File: config.mk
export PLATFORM = sky130hd
export DESIGN_NAME = fadd32_rr_sched
export DESIGN_NICKNAME = d
export VERILOG_FILES = /design/src/rtl/fadd32_rr_sched.sv
export SDC_FILE = /design/constraint.sdc
export NUM_CORES = 1
export LEC_CHECK = 0
export ABC_CLOCK_PERIOD_IN_PS = 2500
export CAP_MARGIN = 20
export CORE_MARGIN = 2
export CORE_UTILIZATION = 29
export DETAILED_ROUTE_END_ITERATION = 10
export SLEW_MARGIN = 20
export SYNTH_ARGS = -nofsm -noshare
export SYNTH_HDL_FRONTEND = slang
export SYNTH_SLANG_ARGS = --single-unit
File: constraint.sdc
create_clock -name clk -period 2.5 [get_ports clk]
set_clock_uncertainty 0.1 [all_clocks]
set_input_delay 0.5 -clock clk [delete_from_list [all_inputs] [get_ports clk]]
set_output_delay 0.5 -clock clk [all_outputs]
set_load 0.1 [all_outputs]
File: src/rtl/fadd32_rr_sched.sv
`default_nettype none
// ============================================================================
// Module      : fadd32_rr_sched
// Description : Round-robin scheduler sharing one FP32 adder among NUM_REQ
//               requesters. Operands are registered into the adder, a tag
//               pipeline matched to ADD_LAT tracks in-flight work, and results
//               land in a credit-protected response FIFO in issue order.
//               Optional macro FADD32_SCHED_STATS_EN adds busy/stall counters.
// Revision    : 1.0 - initial release
// ============================================================================
module fadd32_rr_sched #(
    parameter  int NUM_REQ    = 4,
    parameter  int ADD_LAT    = 0,
    parameter  int FIFO_DEPTH = 4,
    localparam int ID_W       = $clog2(NUM_REQ)
) (
    input  logic                  clk,
    input  logic                  rst_n,
    input  logic [NUM_REQ-1:0]    req_valid,
    output logic [NUM_REQ-1:0]    req_ready,
    input  logic [32*NUM_REQ-1:0] req_a,
    input  logic [32*NUM_REQ-1:0] req_b,
    output logic [31:0]           add_a,
    output logic [31:0]           add_b,
    input  logic [31:0]           add_o,
    output logic                  rsp_valid,
    input  logic                  rsp_ready,
    output logic [31:0]           rsp_data,
    output logic [ID_W-1:0]       rsp_id
`ifdef FADD32_SCHED_STATS_EN
    ,
    input  logic                  stat_clr,
    output logic [31:0]           stat_busy,
    output logic [31:0]           stat_stall
`endif
);

    localparam int c_CNT_W = $clog2(FIFO_DEPTH + 1);
    localparam int c_PTR_W = (FIFO_DEPTH > 1) ? $clog2(FIFO_DEPTH) : 1;

    logic [ID_W-1:0]    r_ptr;
    logic [c_CNT_W-1:0] r_inflight;
    logic [c_CNT_W-1:0] r_fifo_cnt;
    logic               w_can_issue;
    logic               w_grant_vld;
    logic [ID_W-1:0]    w_grant_id;
    logic               w_accept;
    logic [31:0]        w_sel_a;
    logic [31:0]        w_sel_b;
    logic [31:0]        r_add_a;
    logic [31:0]        r_add_b;
    logic               r_tag_vld [0:ADD_LAT];
    logic [ID_W-1:0]    r_tag_id  [0:ADD_LAT];
    logic               w_push;
    logic               w_pop;
    logic [31:0]        r_mem_data [0:FIFO_DEPTH-1];
    logic [ID_W-1:0]    r_mem_id   [0:FIFO_DEPTH-1];
    logic [c_PTR_W-1:0] r_wr_ptr;
    logic [c_PTR_W-1:0] r_rd_ptr;

    function automatic logic [c_PTR_W-1:0] f_ptr_inc(input logic [c_PTR_W-1:0] p);
        return (p == c_PTR_W'(FIFO_DEPTH - 1)) ? '0 : p + c_PTR_W'(1);
    endfunction

    // A credit is held from accept until the result leaves the FIFO.
    assign w_can_issue = ({1'b0, r_inflight} + {1'b0, r_fifo_cnt}) <
                         (c_CNT_W + 1)'(FIFO_DEPTH);

    always_comb begin : p_arb
        logic [ID_W-1:0] w_scan_idx;
        w_grant_vld = 1'b0;
        w_grant_id  = '0;
        w_scan_idx  = '0;
        for (int k = 1; k <= NUM_REQ; k++) begin
            w_scan_idx = ID_W'((int'(r_ptr) + k) % NUM_REQ);
            if (!w_grant_vld && req_valid[w_scan_idx]) begin
                w_grant_vld = 1'b1;
                w_grant_id  = w_scan_idx;
            end
        end
    end

    assign w_accept = w_grant_vld & w_can_issue;

    always_comb begin
        req_ready = '0;
        for (int i = 0; i < NUM_REQ; i++) begin
            req_ready[i] = w_accept && (w_grant_id == ID_W'(i));
        end
    end

    assign w_sel_a = req_a[32*w_grant_id +: 32];
    assign w_sel_b = req_b[32*w_grant_id +: 32];

    always_ff @(posedge clk or negedge rst_n) begin
        if (!rst_n) begin
            r_ptr   <= ID_W'(NUM_REQ - 1);
            r_add_a <= '0;
            r_add_b <= '0;
        end else if (w_accept) begin
            r_ptr   <= w_grant_id;
            r_add_a <= w_sel_a;
            r_add_b <= w_sel_b;
        end
    end

    assign add_a = r_add_a;
    assign add_b = r_add_b;

    // Free-running tag shift: credits already reserved FIFO space.
    always_ff @(posedge clk or negedge rst_n) begin
        if (!rst_n) begin
            for (int s = 0; s <= ADD_LAT; s++) begin
                r_tag_vld[s] <= 1'b0;
                r_tag_id[s]  <= '0;
            end
        end else begin
            r_tag_vld[0] <= w_accept;
            r_tag_id[0]  <= w_grant_id;
            for (int s = ADD_LAT; s >= 1; s--) begin
                r_tag_vld[s] <= r_tag_vld[s-1];
                r_tag_id[s]  <= r_tag_id[s-1];
            end
        end
    end

    assign w_push = r_tag_vld[ADD_LAT];

    always_ff @(posedge clk or negedge rst_n) begin
        if (!rst_n) begin
            r_inflight <= '0;
        end else begin
            case ({w_accept, w_push})
                2'b10:   r_inflight <= r_inflight + c_CNT_W'(1);
                2'b01:   r_inflight <= r_inflight - c_CNT_W'(1);
                default: r_inflight <= r_inflight;
            endcase
        end
    end

    assign rsp_valid = (r_fifo_cnt != '0);
    assign w_pop     = rsp_valid & rsp_ready;
    assign rsp_data  = r_mem_data[r_rd_ptr];
    assign rsp_id    = r_mem_id[r_rd_ptr];

    // At full with a pop, wr_ptr == rd_ptr: the departing head slot is reused.
    always_ff @(posedge clk or negedge rst_n) begin
        if (!rst_n) begin
            for (int i = 0; i < FIFO_DEPTH; i++) begin
                r_mem_data[i] <= '0;
                r_mem_id[i]   <= '0;
            end
            r_wr_ptr   <= '0;
            r_rd_ptr   <= '0;
            r_fifo_cnt <= '0;
        end else begin
            if (w_push) begin
                r_mem_data[r_wr_ptr] <= add_o;
                r_mem_id[r_wr_ptr]   <= r_tag_id[ADD_LAT];
                r_wr_ptr             <= f_ptr_inc(r_wr_ptr);
            end
            if (w_pop) begin
                r_rd_ptr <= f_ptr_inc(r_rd_ptr);
            end
            case ({w_push, w_pop})
                2'b10:   r_fifo_cnt <= r_fifo_cnt + c_CNT_W'(1);
                2'b01:   r_fifo_cnt <= r_fifo_cnt - c_CNT_W'(1);
                default: r_fifo_cnt <= r_fifo_cnt;
            endcase
        end
    end

`ifdef FADD32_SCHED_STATS_EN
    logic [31:0] r_stat_busy;
    logic [31:0] r_stat_stall;

    always_ff @(posedge clk or negedge rst_n) begin
        if (!rst_n) begin
            r_stat_busy  <= '0;
            r_stat_stall <= '0;
        end else if (stat_clr) begin
            r_stat_busy  <= '0;
            r_stat_stall <= '0;
        end else begin
            if (w_accept && (r_stat_busy != 32'hFFFF_FFFF)) begin
                r_stat_busy <= r_stat_busy + 32'd1;
            end
            if ((|req_valid) && !w_can_issue && (r_stat_stall != 32'hFFFF_FFFF)) begin
                r_stat_stall <= r_stat_stall + 32'd1;
            end
        end
    end

    assign stat_busy  = r_stat_busy;
    assign stat_stall = r_stat_stall;
`endif

endmodule
`default_nettype wire

==> key figures, run 1 <==
Synthesis
  – Synth Cell Area: 0.01105 mm^2
  – FFs w/ async S/R, synth: 100.0%
  – FF+latch count, synth: 215
  – Synthesis Warnings: 0
  – Synth cell types: 40
  – Post-synthesis sequential area ratio: 48.72%
  – Predominant post-synthesis flop cell: dfrtp_1
  – Net Count, Synth: 1072
  – Syn avg cell area: 14.42 um^2
  – Area leader, netlist: dfrtp_1
  – Post-synth EDFFs: 0
  – Cells after synthesis: 766
  – Synth area leaders: dfrtp_1, mux2_2, mux2i_1
  – Top cell type's share of synthesized area: 48.24%

Critical path
  – Kind of end point of the critical path: primary output
  – Top cell family by delay on the critical path: flip-flops
  – Critical-path cell list: o21ai_1 -> a21oi_2 -> nor3_4 -> buf_6 -> buf_4 -> nor3_4 -> buf_12
  – Reg-to-reg endpoint: add_a[26]
  – Worst Path Buf+Inv: 3
  – CP peak stage delay: 0.57 ns
  – Worst setup SP type: flop
  – Worst r2r path cells: 10
  – R2R Setup Slk: 0.06 ns
  – WP data required: 1.90 ns
  – Critical Path Fanout Max: 4
  – Crit path kind: flop to primary output
  – Arrival time worst endpoint: 2.14 ns
  – CP dominant cell by count: nor3_4
  – Critical-path top delay cell: dfstp_2
  – Worst R2R Start: r_ptr[0]

Drt
  – Antenna Violating Nets Remaining: 0
  – Vias/cell: 4.699
  – Detailed Route Iter0 Violations: 234
  – Final WL: 35070 um
  – Initial DRT Pass Iterations: 4
  – # DRC: 0
  – Vias: 8261
  – Wire per inst: 19.95 um

Global routing
  – Initial antenna violation count: 6
  – Number of global-route vias before repair: 8929
  – Grt ovf: 0
  – First-pass GRT wire length: 53180 um
  – Aggregate global-route resource usage: 17.54%
  – Largest net degree at the start of global routing: 68

Cells and area
  – Filler Cell Count: 3390
  – Nets: 1532
  – Register area: 0.005385 mm^2
  – Synthesis-to-layout area growth: 58.60%
  – Multi-input gate area: 0.005363 mm^2
  – Share of cells above drive strength 1: 40.23%

Clock network
  – TritonCTS Sinks: 215
  – Root Driver: clkbuf_16
  – H-tree Lvls: 1
  – Clk buf depth: 3
  – Clock-pin slew on the worst setup and hold paths: 0.06 ns
  – Total CTS buffers: 25
  – Worst-Skew Late Latency: 0.54 ns
  – TritonCTS clock tree: built

Placed design
  – Post-DP HPWL: 26110 um
  – Placement Setup Slack: -0.3448 ns
  – Number of port buffers: 397
  – Placer congestion estimate: 0.8364

Timing
  – Achievable Freq: 365.1 MHz
  – Fin crit period: 2.739 ns
  – Worst hold margin: 0.3927 ns
  – Tcrit/Tclk final: 109.6%
  – Fin. Hold Viols: 0
  – Slew HR: 61.16%
  – Final Max Slew Viols: 0
  – Least-Margin Pin Slew: 0.5826 ns
  – Final setup margin: -0.2390 ns
  – Setup violators final: 36
  – RSZ-0062 raised after global routing: true

Floorplanning
  – Row count: 71
  – Die width: 199.2 um
  – Starting Density: 29.40%
  – Die area: 0.03967 mm^2
  – Die H: 199.2 um
  – Io pins: 398
  – Core area: 0.03758 mm^2

Min path
  – Hold WC Path Type: input port to asynchronous set/reset pin

Status
  – Failing checks: negative setup slack
  – Outcome: finished, violations left

Job
  – Max-Cap Viols: 0
==> what timing repair did <==
item / CTS / global route
hold endpoints to repair: 59 / 0
pin swaps: 7 / 5
hold buffers: 1 / 0
cloned: 3 / 0
setup buffers: 19 / 5
setup endpoints to repair: 37 / 39
gates resized for setup: 15 / 13
==> flip-flops by register name (all words and copies together), names as in the netlist <==
signal / flops
add_b: 32
r_mem_id: 8
r_mem_data: 128
r_wr_ptr: 2
r_ptr: 2
r_fifo_cnt: 3
r_tag_id: 2
r_inflight: 3
add_a: 32
r_tag_vld: 1
r_rd_ptr: 2
==> synth_stat cells (7+ instances only) <==
cell type / count
mux2i_1: 130
ha_1: 9
buf_6: 9
inv_1: 8
nor2_1: 67
buf_4: 7
clkbuf_1: 20
a221oi_2: 63
dfrtp_1: 213
nand2_1: 9
mux2_2: 138
buf_2: 15
mux4_2: 34
==> area by class of cell <==
| cell class | instances | share of cell area [%] |
|---|---|---|
| diodes | 4 | 0.05713 |
| clock buffers | 38 | 4.363 |
| clock inverters | 6 | 0.6855 |
| inverters | 9 | 0.2071 |
| multi-input cells | 486 | 30.61 |
| flip-flops and latches | 215 | 30.73 |
| well taps | 511 | 3.649 |
| repair buffers | 489 | 29.70 |
==> per-stage QoR <==
| stage | instances | util [%] | setup TNS (ns) | instance area [um^2] |
|---|---|---|---|---|
| final | 1758 | 46.63 | -3.365 | 17520 |
| after global routing | 1757 | 46.62 | -5.687 | 17520 |
| after CTS | 1753 | 46.55 | -5.823 | 17490 |
| after detailed placement | 1687 | 43.44 | -15.18 | 16320 |
| after global placement | 1687 | 43.44 | -13.73 | 16320 |
| after floorplan | 766 | - | -0.1334 | 11090 |
==> cells by family (layout without fill, tap and decap cells) <==
family / after synthesis / after routing / share of synthesized area, %
other: 0 / 4 / 0
AOI/OAI and AO/OA: 74 / 74 / 9.230
xor gates and xnor gates: 6 / 6 / 0.4757
adders and majority gates: 11 / 11 / 1.382
and+or+nand+nor: 93 / 93 / 3.692
muxes: 302 / 302 / 32.77
DFF: 215 / 215 / 48.72
buffers and inverters: 65 / 542 / 3.726
==> metal layers <==
layer  global-route usage, %  share of wire (%)  up-vias
li1                        -                  -     3820
met1                   21.11                 40     4144
met2                   30.98                 51      242
met3                   4.591                6.9       51
met4                   4.588                2.5        4
met5                       0              0.086        -
==> worst max path at each step <==
stage,depth (start not counted),end,start
2_1_floorplan,7,req_ready[0],req_valid[3]
3_3_place_gp,9,add_a[26],req_valid[1]
3_5_place_dp,9,add_a[26],req_valid[1]
4_1_cts,6,req_ready[0],r_fifo_cnt[2]
5_1_grt,6,req_ready[0],r_ptr[1]
6_report,7,req_ready[0],r_ptr[0]
==> placed cells by master, fill, tap and decap left out, types with 3 or more instances in the layout <==
| cell type | count |
|---|---|
| a21oi_2 | 3 |
| a221oi_2 | 63 |
| buf_12 | 57 |
| buf_4 | 128 |
| buf_6 | 5 |
| buf_8 | 3 |
| bufinv_16 | 3 |
| clkbuf_1 | 4 |
| clkbuf_16 | 25 |
| clkbuf_8 | 9 |
| clkdlybuf4s50_1 | 292 |
| dfrtp_1 | 211 |
| diode_2 | 4 |
| ha_1 | 7 |
| inv_1 | 8 |
| mux2_2 | 138 |
| mux2i_1 | 129 |
| mux4_2 | 34 |
| nand2_1 | 4 |
| nand2_2 | 5 |
| nor2_1 | 66 |
| o21ai_0 | 3 |
| xnor2_1 | 3 |
| xor2_1 | 3 |
Power of run 1 is not shown: default switching activity piles up to over one toggle a cycle in this logic, so the estimate is an artifact.
==> inputs of run 2 (changes only) <==
- REMOVE_ABC_BUFFERS: not set -> 1
==> run 2 against run 1 <==
Effect of this change:
- the run still ends with negative setup slack left
- wire length decreased by 3.3%
- final cell count decreased by 0.85%
- clock-buffer cell count is 3 higher
- non-clock buffer count down 15
- die area did not move
- core utilization fell by 0.50 points
- register-to-register slack better by 0.05 ns
- fmax shrank 0.74%
- via count down 0.58%
- global-route usage decreased by 0.72 points
- first-iteration DRC count fell by 12%
- sequential cell count unchanged
- critical endpoint unchanged
==> key figures, run 2 (synthesis gave the netlist of run 1 again) <==
Status
  – Outcome: finished, violations left
  – Failing checks: negative setup slack

Placed design
  – Inst Count DP: 1678
  – Post-DP HPWL: 24620 um
  – Number of port buffers: 397
  – Placer congestion estimate: 0.7848
  – Area post-placement: 0.01619 mm^2

Timing
  – Achievable Freq: 362.4 MHz
  – Setup violators final: 32
  – Final Max Slew Viols: 0
  – Slew HR: 58.99%
  – Least-Margin Pin Slew: 0.6137 ns
  – Fin crit period: 2.760 ns
  – Tcrit/Tclk final: 110.4%
  – Final setup margin: -0.2595 ns
  – RSZ-0062 raised after global routing: true
  – Fin. Hold Viols: 0

Clock network
  – TritonCTS clock tree: built
  – H-tree Lvls: 1
  – Root Driver: clkbuf_16
  – Clk buf depth: 3
  – Worst-Skew Late Latency: 0.53 ns
  – Clock-pin slew on the worst setup and hold paths: 0.06 ns
  – TritonCTS Sinks: 215
  – Total CTS buffers: 26

Critical path
  – Reg-to-reg endpoint: r_inflight[2]
  – CP Launch Point: r_inflight[2]
  – Worst r2r path cells: 10
  – WP data required: 1.90 ns
  – Kind of end point of the critical path: primary output
  – Worst setup SP type: flop
  – R2R Setup Slk: 0.11 ns
  – Arrival time worst endpoint: 2.16 ns
  – Critical Path Fanout Max: 3
  – Crit path kind: flop to primary output
  – Critical Path Sink: req_ready[0]
  – Worst R2R Start: r_inflight[2]

Cells and area
  – Synthesis-to-layout area growth: 56.91%
  – Most common cell after layout, fill and taps aside: clkdlybuf4s50_1
  – Nets: 1518
  – Ant. Diodes: 0
  – Largest register FFs: 128
  – Reg with most FFs: r_mem_data
  – Final instance area: 0.01734 mm^2
  – Final std cells w/o fill: 1743
  – Share of cells above drive strength 1: 38.72%
  – Commonest non-fill, non-tap cells in the layout: clkdlybuf4s50_1, dfrtp_1, mux2_2, mux2i_1, buf_4

Global routing
  – Initial antenna violation count: 1
  – Grt ovf: 0
  – Largest net degree at the start of global routing: 60
  – Number of global-route vias before repair: 9055
  – Aggregate global-route resource usage: 16.82%
  – First-pass GRT wire length: 51460 um

Drt
  – Initial DRT Pass Iterations: 4
  – Vias: 8213
  – Vias/cell: 4.712
  – Wire per inst: 19.46 um
  – Final WL: 33910 um
  – # DRC: 0
  – Detailed Route Iter0 Violations: 205
  – Antenna Violating Nets Remaining: 0

Floorplanning
  – Core area: 0.03758 mm^2
  – Die width: 199.2 um
  – Row count: 71
  – Io pins: 398
  – Die H: 199.2 um
  – Starting Density: 29.40%
  – Die area: 0.03967 mm^2

Job
  – Max-Cap Viols: 0

Min path
  – Hold WC Path Type: input port to asynchronous set/reset pin
==> run 2: what timing repair did <==
| item | CTS | global route |
|---|---|---|
| endpoints found under the setup margin | 38 | 43 |
| buffers inserted | 15 | 3 |
| pin swaps | 6 | 3 |
| hold buffers | 1 | 0 |
| endpoints found under the hold margin | 51 | 0 |
| cloned | 2 | 1 |
| gates resized for setup | 26 | 9 |
==> run 2: layout make-up <==
| type | instances | area [um^2] |
|---|---|---|
| flip-flops and latches | 215 | 5388 |
| inverters | 9 | 33.78 |
| clock buffers | 41 | 767.0 |
| clock inverters | 7 | 77.57 |
| multi-input cells | 486 | 5335 |
| fillers | 3443 | 20240 |
| well taps | 511 | 639.4 |
| repair buffers | 474 | 5095 |
==> run 2: how the worst min path moves through the flow <==
| stage | start | end | slack, ns | cells past startpoint |
|---|---|---|---|---|
| after global placement | rst_n | r_mem_data[121] | 0.37 | 1 |
| after CTS | rst_n | r_mem_data[32] | 0.38 | 2 |
| after detailed placement | rst_n | r_mem_data[121] | 0.36 | 1 |
| after global routing | rst_n | r_mem_data[121] | 0.40 | 2 |
| after floorplan | rst_n | add_a[0] | 0.10 | 0 |
| final | rst_n | r_mem_data[121] | 0.39 | 2 |
==> run 2: routing by layer <==
layer  up-vias  GRT usage (%)  wire length (um)
met4         2          4.726              1057
met2       273          29.82             17310
met3        58          5.316              2728
li1       3780              -                 -
met5         -              0                 9
met1      4100          19.44             12810
==> run 2: worst max-delay path: stages, from the launching register on <==
cell and delay, ns:
dfrtp_1 0.43, ha_4 0.19, nor4_4 0.31, nand2_4 0.09, buf_4 0.16, nor3_4 0.24
buf_12 0.21
==> run 2: per-stage QoR <==
stage                     TNS [ns]  util, %  setup WS (ns)  hold WS [ns]
after floorplan            -896.41        -         -17.96        0.1044
after global placement      -21.09    43.08        -0.3956        0.3659
after detailed placement    -22.81    43.08        -0.4784        0.3607
after CTS                   -7.416    46.08        -0.2753        0.3763
after global routing        -6.672    46.13        -0.3637        0.4028
final                       -4.190    46.13        -0.2595        0.3897
Power of run 2 is left out for the same reason.
